**src/rtl/inst_loader_pkg.sv**
```systemverilog
// Shared types and constants for the instruction loader.
// Holds the FSM encoding, header width and default program size.
package inst_loader_pkg;

    typedef enum logic [2:0] {
        HDR_LO,
        HDR_HI,
        DATA,
        CHECK,
        DONE,
        ERROR
    } state_t;

    localparam int HDR_W         = 16;
    localparam int DEF_MAX_WORDS = 4;

endpackage

```
**src/rtl/inst_loader_byte_packer.sv**
```systemverilog
// Assembles accepted data bytes into little-endian 32-bit words.
// word_next/word_done describe the word completed by the current byte.
module byte_packer (
    input  logic        clk,
    input  logic        rst,
    input  logic        take,
    input  logic [7:0]  byte_data,
    output logic [31:0] word_next,
    output logic        word_done
);

    logic [1:0]  idx;
    logic [31:0] shreg;

    // New bytes enter at the top so the first byte ends up in [7:0]
    assign word_next = {byte_data, shreg[31:8]};
    assign word_done = take && (idx == 2'd3);

    always_ff @(posedge clk) begin
        if (!rst) begin
            idx   <= '0;
            shreg <= '0;
        end else if (take) begin
            idx   <= idx + 2'd1;
            shreg <= word_next;
        end
    end

endmodule

```
**src/rtl/inst_loader.sv**
```systemverilog
// Streams a length-prefixed, XOR-checked program into instruction memory
// and releases the core from reset once the image is verified.
module inst_loader
    import inst_loader_pkg::*;
#(
    parameter int          MAX_WORDS = DEF_MAX_WORDS,
    parameter logic [31:0] BASE_ADDR = 32'h0
) (
    input  logic        clk,
    input  logic        rst,
    input  logic        byte_valid,
    input  logic [7:0]  byte_data,
    output logic        byte_ready,
    output logic        imem_we,
    output logic [31:0] imem_addr,
    output logic [31:0] imem_wdata,
    output logic        core_rst,
    output logic        done,
    output logic        err
);

    localparam logic [HDR_W:0] MAX_LIM = (HDR_W + 1)'(MAX_WORDS);

    state_t            state;
    state_t            state_n;
    logic              accept;
    logic              take;
    logic [7:0]        cnt_lo;
    logic [HDR_W-1:0]  count;
    logic [HDR_W-1:0]  hdr_count;
    logic [HDR_W-1:0]  wcnt;
    logic [7:0]        csum;
    logic [31:0]       next_addr;
    logic [31:0]       word_next;
    logic              word_done;
    logic              too_long;
    logic              last_word;

    assign accept    = byte_valid && byte_ready;
    assign take      = accept && (state == DATA);
    assign hdr_count = {byte_data, cnt_lo};
    assign too_long  = {1'b0, hdr_count} > MAX_LIM;
    assign last_word = word_done && (wcnt == count - 1'b1);

    byte_packer u_packer (
        .clk       (clk),
        .rst       (rst),
        .take      (take),
        .byte_data (byte_data),
        .word_next (word_next),
        .word_done (word_done)
    );

    always_ff @(posedge clk) begin
        if (!rst) state <= HDR_LO;
        else      state <= state_n;
    end

    always_comb begin
        state_n = state;
        unique case (state)
            HDR_LO: if (accept) state_n = HDR_HI;
            HDR_HI: begin
                if (accept) begin
                    if (too_long)
                        state_n = ERROR;
                    else if (hdr_count == '0)
                        state_n = CHECK;
                    else
                        state_n = DATA;
                end
            end
            DATA:   if (last_word) state_n = CHECK;
            CHECK: begin
                if (accept)
                    state_n = (byte_data == csum) ? DONE : ERROR;
            end
            DONE:    state_n = DONE;
            ERROR:   state_n = ERROR;
            default: state_n = HDR_LO;
        endcase
    end

    always_comb begin
        byte_ready = 1'b0;
        done       = 1'b0;
        err        = 1'b0;
        core_rst   = 1'b1;
        unique case (state)
            HDR_LO, HDR_HI, DATA, CHECK: byte_ready = rst;
            DONE: begin
                done     = 1'b1;
                core_rst = 1'b0;
            end
            ERROR:   err = 1'b1;
            default: ;
        endcase
    end

    // Write port registers hold their values between word strobes
    always_ff @(posedge clk) begin
        if (!rst) begin
            imem_we    <= 1'b0;
            imem_addr  <= BASE_ADDR;
            imem_wdata <= '0;
            next_addr  <= BASE_ADDR;
            cnt_lo     <= '0;
            count      <= '0;
            wcnt       <= '0;
            csum       <= '0;
        end else begin
            imem_we <= word_done;
            if (word_done) begin
                imem_addr  <= next_addr;
                imem_wdata <= word_next;
                next_addr  <= next_addr + 32'd4;
                wcnt       <= wcnt + 1'b1;
            end
            if (accept && state == HDR_LO) cnt_lo <= byte_data;
            if (accept && state == HDR_HI) count <= hdr_count;
            if (take) csum <= csum ^ byte_data;
        end
    end

endmodule
```
**config.mk**
```make
export PLATFORM = sky130hd
export DESIGN_NAME = inst_loader
export DESIGN_NICKNAME = d
export VERILOG_FILES = /design/src/rtl/inst_loader_pkg.sv /design/src/rtl/inst_loader_byte_packer.sv /design/src/rtl/inst_loader.sv
export SDC_FILE = /design/constraint.sdc
export NUM_CORES = 1
export LEC_CHECK = 0
export ABC_CLOCK_PERIOD_IN_PS = 3300
export BUFFER_PORTS_ARGS = -buffer_cell sky130_fd_sc_hd__buf_2
export CORE_ASPECT_RATIO = 1.1
export CORE_MARGIN = 1.5
export CORE_UTILIZATION = 35
export DETAILED_ROUTE_END_ITERATION = 10
export GPL_TIMING_DRIVEN = 0
export PLACE_DENSITY = 0.49
export SLEW_MARGIN = 5
export SYNTH_ARGS = -nofsm -noshare
export SYNTH_HDL_FRONTEND = slang
export SYNTH_SLANG_ARGS = --single-unit
```
**constraint.sdc**
```tcl
create_clock -name clk -period 3.3 [get_ports clk]
set_input_delay 0.99 -clock clk [delete_from_list [all_inputs] [get_ports clk]]
set_output_delay 0.99 -clock clk [all_outputs]
set_load 0.005 [all_outputs]
```
# [Word level (Yosys, flattened, before mapping)]
# Index checks and enable logic that the tools add are counted.
[classes] add_sub_neg=4 order_cmp=1 n_eq_ne=12 mux=12 bitwise=1 n_reduce_logical=10
[ops] operator="$add A32 B3 Y32 const B" count=1
[ops] operator="$pmux W3 S6" count=1
[ops] operator="$add A16 B1 Y16 const B" count=1
[ops] operator="$eq A16 B16 Y1" count=1
[ops] operator="$gt A16 B3 Y1 const B" count=1
[ops] operator="$logic_not A16 Y1" count=1
[ops] operator="$sub A16 B1 Y16 const B" count=1
[ops] operator="$mux W3" count=5
[ops] operator="$eq A8 B8 Y1" count=1
[ops] operator="$ne A2 B2 Y1 const B" count=4
[ops] operator="$xor A8 B8 Y8" count=1
[ops] operator="$eq A3 B2 Y1 const B" count=2
[ops] operator="$eq A3 B3 Y1 const B" count=2
[ops] operator="$logic_and A1 B1 Y1" count=6
[ops] operator="$mux W1" count=6
[ops] operator="$reduce_and A4 Y1" count=1
[ops] operator="$reduce_or A4 Y1" count=1
[ops] operator="$eq A3 B1 Y1 const B" count=1
[ops] operator="$logic_not A3 Y1" count=1
[ops] operator="$add A2 B1 Y2 const B" count=1
[ops] operator="$eq A2 B2 Y1 const B" count=1
[totals] ff_bits=182 output_inout_bits=69

# [Logic depth before layout (Yosys ltp)]
[logic_depth] ltp_word=9 ltp_mapped=9

# [Modules after synthesis]
# Synthesis repeated with hierarchy kept, for this count alone.
[unflattened] hier_cells=778 area_unflattened_um2=7283.2
[modules_own_cells] module="inst_loader" instances=1 cells_each=685 area_each_um2=6207.2 seq_area_each_um2=2882.8
[modules_own_cells] module="byte_packer" instances=1 cells_each=93 area_each_um2=1076.0 seq_area_each_um2=520.5

# [Least setup slack after synthesis]
# No wires, ideal clock.
[synth_timing] path_kind="input port to flip-flop" start="in byte_valid" end="reg next_addr[20]" setup_ps=115 arrival_time_ps=2530 setup_slack_ps=655 cell_stages=8 path_buffers=2 cell_sequence="buf_2 > and4b_1 > and3_1 > clkbuf_1 > nand4_1 > nor3_1 > xor2_1 > and2_1"
[synth_via] elab_chain_len=3
[synth_lines] element="from (decl)" line="inst_loader.sv:11" rtl="input logic byte_valid,"
[synth_lines] element="$logic_and A1 B1 Y1" line="inst_loader.sv:39" rtl="assign accept = byte_valid && byte_ready;"
[synth_lines] element="$logic_and A1 B1 Y1" line="inst_loader.sv:40" rtl="assign take = accept && (state == DATA);"
[synth_lines] element="$logic_and A1 B1 Y1" line="inst_loader_byte_packer.sv:17" rtl="assign word_done = take && (idx == 2'd3);"
[synth_lines] element="to (signal assigned)" line="inst_loader.sv:116" rtl="next_addr <= next_addr + 32'd4;"
[synth_lines] element="to (decl)" line="inst_loader.sv:33" rtl="logic [31:0] next_addr;"
# Every way passes these cells.
# A chain may end at the register's enable or synchronous reset.

# [Final worst setup path]
[layout_timing] start="in rst" end="reg wcnt[15]"
[layout_via] elab_chain_len=4
[layout_lines] element="from (decl)" line="inst_loader.sv:10" rtl="input logic rst,"
[layout_lines] element="$mux W1" line="inst_loader.sv:89" rtl="unique case (state)"
[layout_lines] element="$logic_and A1 B1 Y1" line="inst_loader.sv:39"
[layout_lines] element="$logic_and A1 B1 Y1" line="inst_loader.sv:40"
[layout_lines] element="$logic_and A1 B1 Y1" line="inst_loader_byte_packer.sv:17"
[layout_lines] element="to (signal assigned)" line="inst_loader.sv:117" rtl="wcnt <= wcnt + 1'b1;"
[layout_lines] element="to (decl)" line="inst_loader.sv:31" rtl="logic [HDR_W-1:0] wcnt;"
# Parallel ways exist; a longest one is shown, timed or not.

==> results.py <==
metrics = {
    "drt": {
        "vias": 5897,
        "dr.pass1.iters": 4,
        "wl_mm": 18.0,
        "vias_per_cell": 4.70,
        "ant_nets": 0,
        "drcViolationCount": 0,
        "wl_per_cell_um": 14.3,
        "drt_iter0_markers": 210,
    },
    "critical_path": {
        "endpoint_kind": "flip-flop",
        "crit_fanout": 10,
        "crit_required_ps": 3620,
        "startpoint_type": "primary input",
        "worstSetupPathType": "in -> reg",
        "arrival_ps": 3120,
    },
    "clock_tree": {
        "cts_made_buffers": 17,
        "clockBufferDepth": 2,
        "clock_sinks": 170,
        "clkLatencyLatePin_ps": 430,
        "cts_setup_buffers": 0,
        "cts_resized": 0,
        "cts_root_buf": "clkbuf_16",
        "cts_tree": "done",
        "cts_hold_buf": 0,
        "h-tree-depth": 4,
        "path_clk_slew_ps": 70,
    },
    "die": {
        "placementRows": 55,
        "io_pins": 80,
        "start_util": 0.360,
        "fp.dieH_um": 156,
        "coreArea_um2": 20700,
        "die_area_um2": 22200,
        "dieWidth_um": 142,
    },
    "logic_synthesis": {
        "synth_top_area_cell": "dfxtp_1",
        "syn_area_um2": 7450,
        "synth-main-ff-cell": "dfxtp_1",
        "synth_edf_count": 0,
        "syn_inst": 861,
        "synth_area_leaders": "dfxtp_1 46%, nand2_1 10%, a21boi_0 7.2%",
        "synth_warnings": 0,
        "synthArstFlopShare": 0,
        "ys_ff_latch": 170,
        "synth_cell_types": 56,
        "synth.top_cell.area_share": 0.457,
        "syn_avg_cell_area_um2": 8.66,
        "seq_area_frac_synth": 0.457,
    },
    "power_and_ir_drop": {
        "p_comb_frac": 0.035,
        "p_int_uw": 3270,
        "p_leak_uw": 0.00342,
        "power_density_nw_per_um2": 488,
        "pwr-share-clk": 0.484,
        "ir_drop_mv": 0.294,
        "power_switching_uw": 1030,
        "pwr-share-seq": 0.481,
        "total_power_uw": 4300,
        "netSwitchingFraction": 0.239,
    },
    "cells_and_area": {
        "num-fill-cells": 2117,
        "stdcell_count": 1255,
        "nets": 972,
        "final_common_cell": "nand2_1",
        "synthToLayoutAreaGrowth_pct": 18.2,
        "antennaDiodeCount": 0,
        "layout-drive-gt1-share": 0.122,
        "mostFrequentLayoutCells": "200 x nand2_1, 170 x dfxtp_1, 80 x buf_2, 71 x a21boi_0, 43 x and2_1",
        "postLayoutCellArea_um2": 8810,
    },
    "sta": {
        "setup_tns_ps": 0,
        "worst_slew_pin_slew_ps": 1040,
        "fmax_mhz": 357,
        "period_share": 0.849,
        "maxSlewViolCount": 0,
        "hold_viol": 0,
        "clock-skew-final_ps": 12.9,
        "rsz0062_at_grt": "no",
        "finalSetupViolCount": 0,
        "period_minus_slack_ps": 2800,
        "whs_ps": 453,
        "relSlewSlack": 0.303,
    },
    "flow_run": {
        "drv_cap": 0,
    },
    "global_route": {
        "antenna_found_initial": 0,
        "grt_usage": 0.172,
        "grt_pass1_wl_mm": 30.0,
        "globalRouteOverflowTotal": 0,
        "grt_max_degree": 18,
        "grt_pass1_vias": 5635,
    },
    "place": {
        "dp_cells": 1223,
        "gp_congestion": 0.758,
        "portBuffers": 76,
        "hpwl_mm": 13.0,
        "dpl_cell_area_um2": 8200,
    },
    "hold_path": {
        "hold_path.class": "reg -> reg",
    },
    "run_status": {
        "status": "complete, no violations",
    },
}
## state kept, by name, indices dropped and copies added, names as in the netlist
register	flops
imem_wdata	32
state	3
u_packer.idx	2
imem_we	1
next_addr	30
csum	8
count	16
imem_addr	30
wcnt	16
u_packer.shreg	24
cnt_lo	8
## cell type report
type	instances	area, µm²	share of cell area
inverters	16	60.1	0.00682
repair buffers	76	380	0.0432
clock buffers	18	429	0.0487
plain buffers	52	208	0.0236
multi-input cells	624	3790	0.430
flip-flops and latches	170	3400	0.386
clock inverters	14	184	0.0209
well taps	285	357	0.0405
## through the flow
step / util / setup slack (ps)
2_1_floorplan: - / 655
3_3_place_gp: 0.396 / 23.4
3_5_place_dp: 0.396 / 41.0
4_1_cts: 0.425 / 482
5_1_grt: 0.425 / 247
6_report: 0.425 / 498
## worst max-delay path, cell delays in order
cell      delay (ps)
buf_2            120
clkbuf_1         400
nand4b_1         200
nor4_1           730
nor2b_1          280
nand3_1          120
xnor2_1          130
and2_1           150
## cell usage after synthesis, types with 2 or more instances
library cell,number
and3_1,5
mux2i_1,24
xnor2_1,42
dfxtp_1,170
a41oi_1,2
buf_2,4
buf_4,2
nand3b_1,2
buf_1,5
and4_1,4
inv_1,15
nor4_1,9
xor2_1,29
nor4b_1,3
and2_1,43
a21oi_1,7
o2111ai_1,2
a31oi_1,3
nor3b_1,2
nor2b_1,34
ha_1,4
nor3_1,11
a21boi_1,9
nor2_1,11
a311oi_1,2
clkbuf_1,41
o21ai_0,16
nand3_1,39
nand2_1,200
or3_1,12
nand4_1,12
or4_1,3
a21boi_0,71
## power groups by stage
stage	logic, µW	registers, µW	clock network (µW)
after floorplan	101	2110	0
after global routing	167	2070	2230
after global placement	153	2120	0
after detailed placement	153	2120	0
final	151	2070	2080
after CTS	154	2070	2120
## final timing paths
| path | startpoint | end | slack (ps) | depth (start not counted) |
|---|---|---|---|---|
| worst max-delay path | rst | wcnt[15]$_SDFFE_PN0P_ | 500 | 8 |
| worst min-delay path | imem_wdata[9]$_SDFFE_PN0P_ | imem_wdata[9]$_SDFFE_PN0P_ | 450 | 2 |
| worst max register to register | state[2]$_SDFFE_PN0P_ | u_packer.shreg[17]$_SDFFE_PN0P_ | 720 | 8 |
| worst min register to register | imem_wdata[9]$_SDFFE_PN0P_ | imem_wdata[9]$_SDFFE_PN0P_ | 450 | 2 |
## per-layer routing
| metal | GRT usage | vias up | share of wire |
|---|---|---|---|
| li1 | - | 3080 | - |
| met1 | 0.232 | 2696 | 0.50 |
| met2 | 0.278 | 100 | 0.45 |
| met3 | 0.0292 | 21 | 0.030 |
| met4 | 0.0633 | 0 | 0.017 |
| met5 | 0 | - | 0 |
## cell families after synthesis
family                     share of synthesized area
and+or+nand+nor                                0.264
DFF                                            0.457
AOI/OAI and AO/OA                              0.120
xor gates and xnor gates                      0.0834
buffers and inverters                         0.0359
muxes                                         0.0322
adders and majority gates                    0.00671
other                                       0.000503
Note: power is estimated with default switching activity, not from simulation.
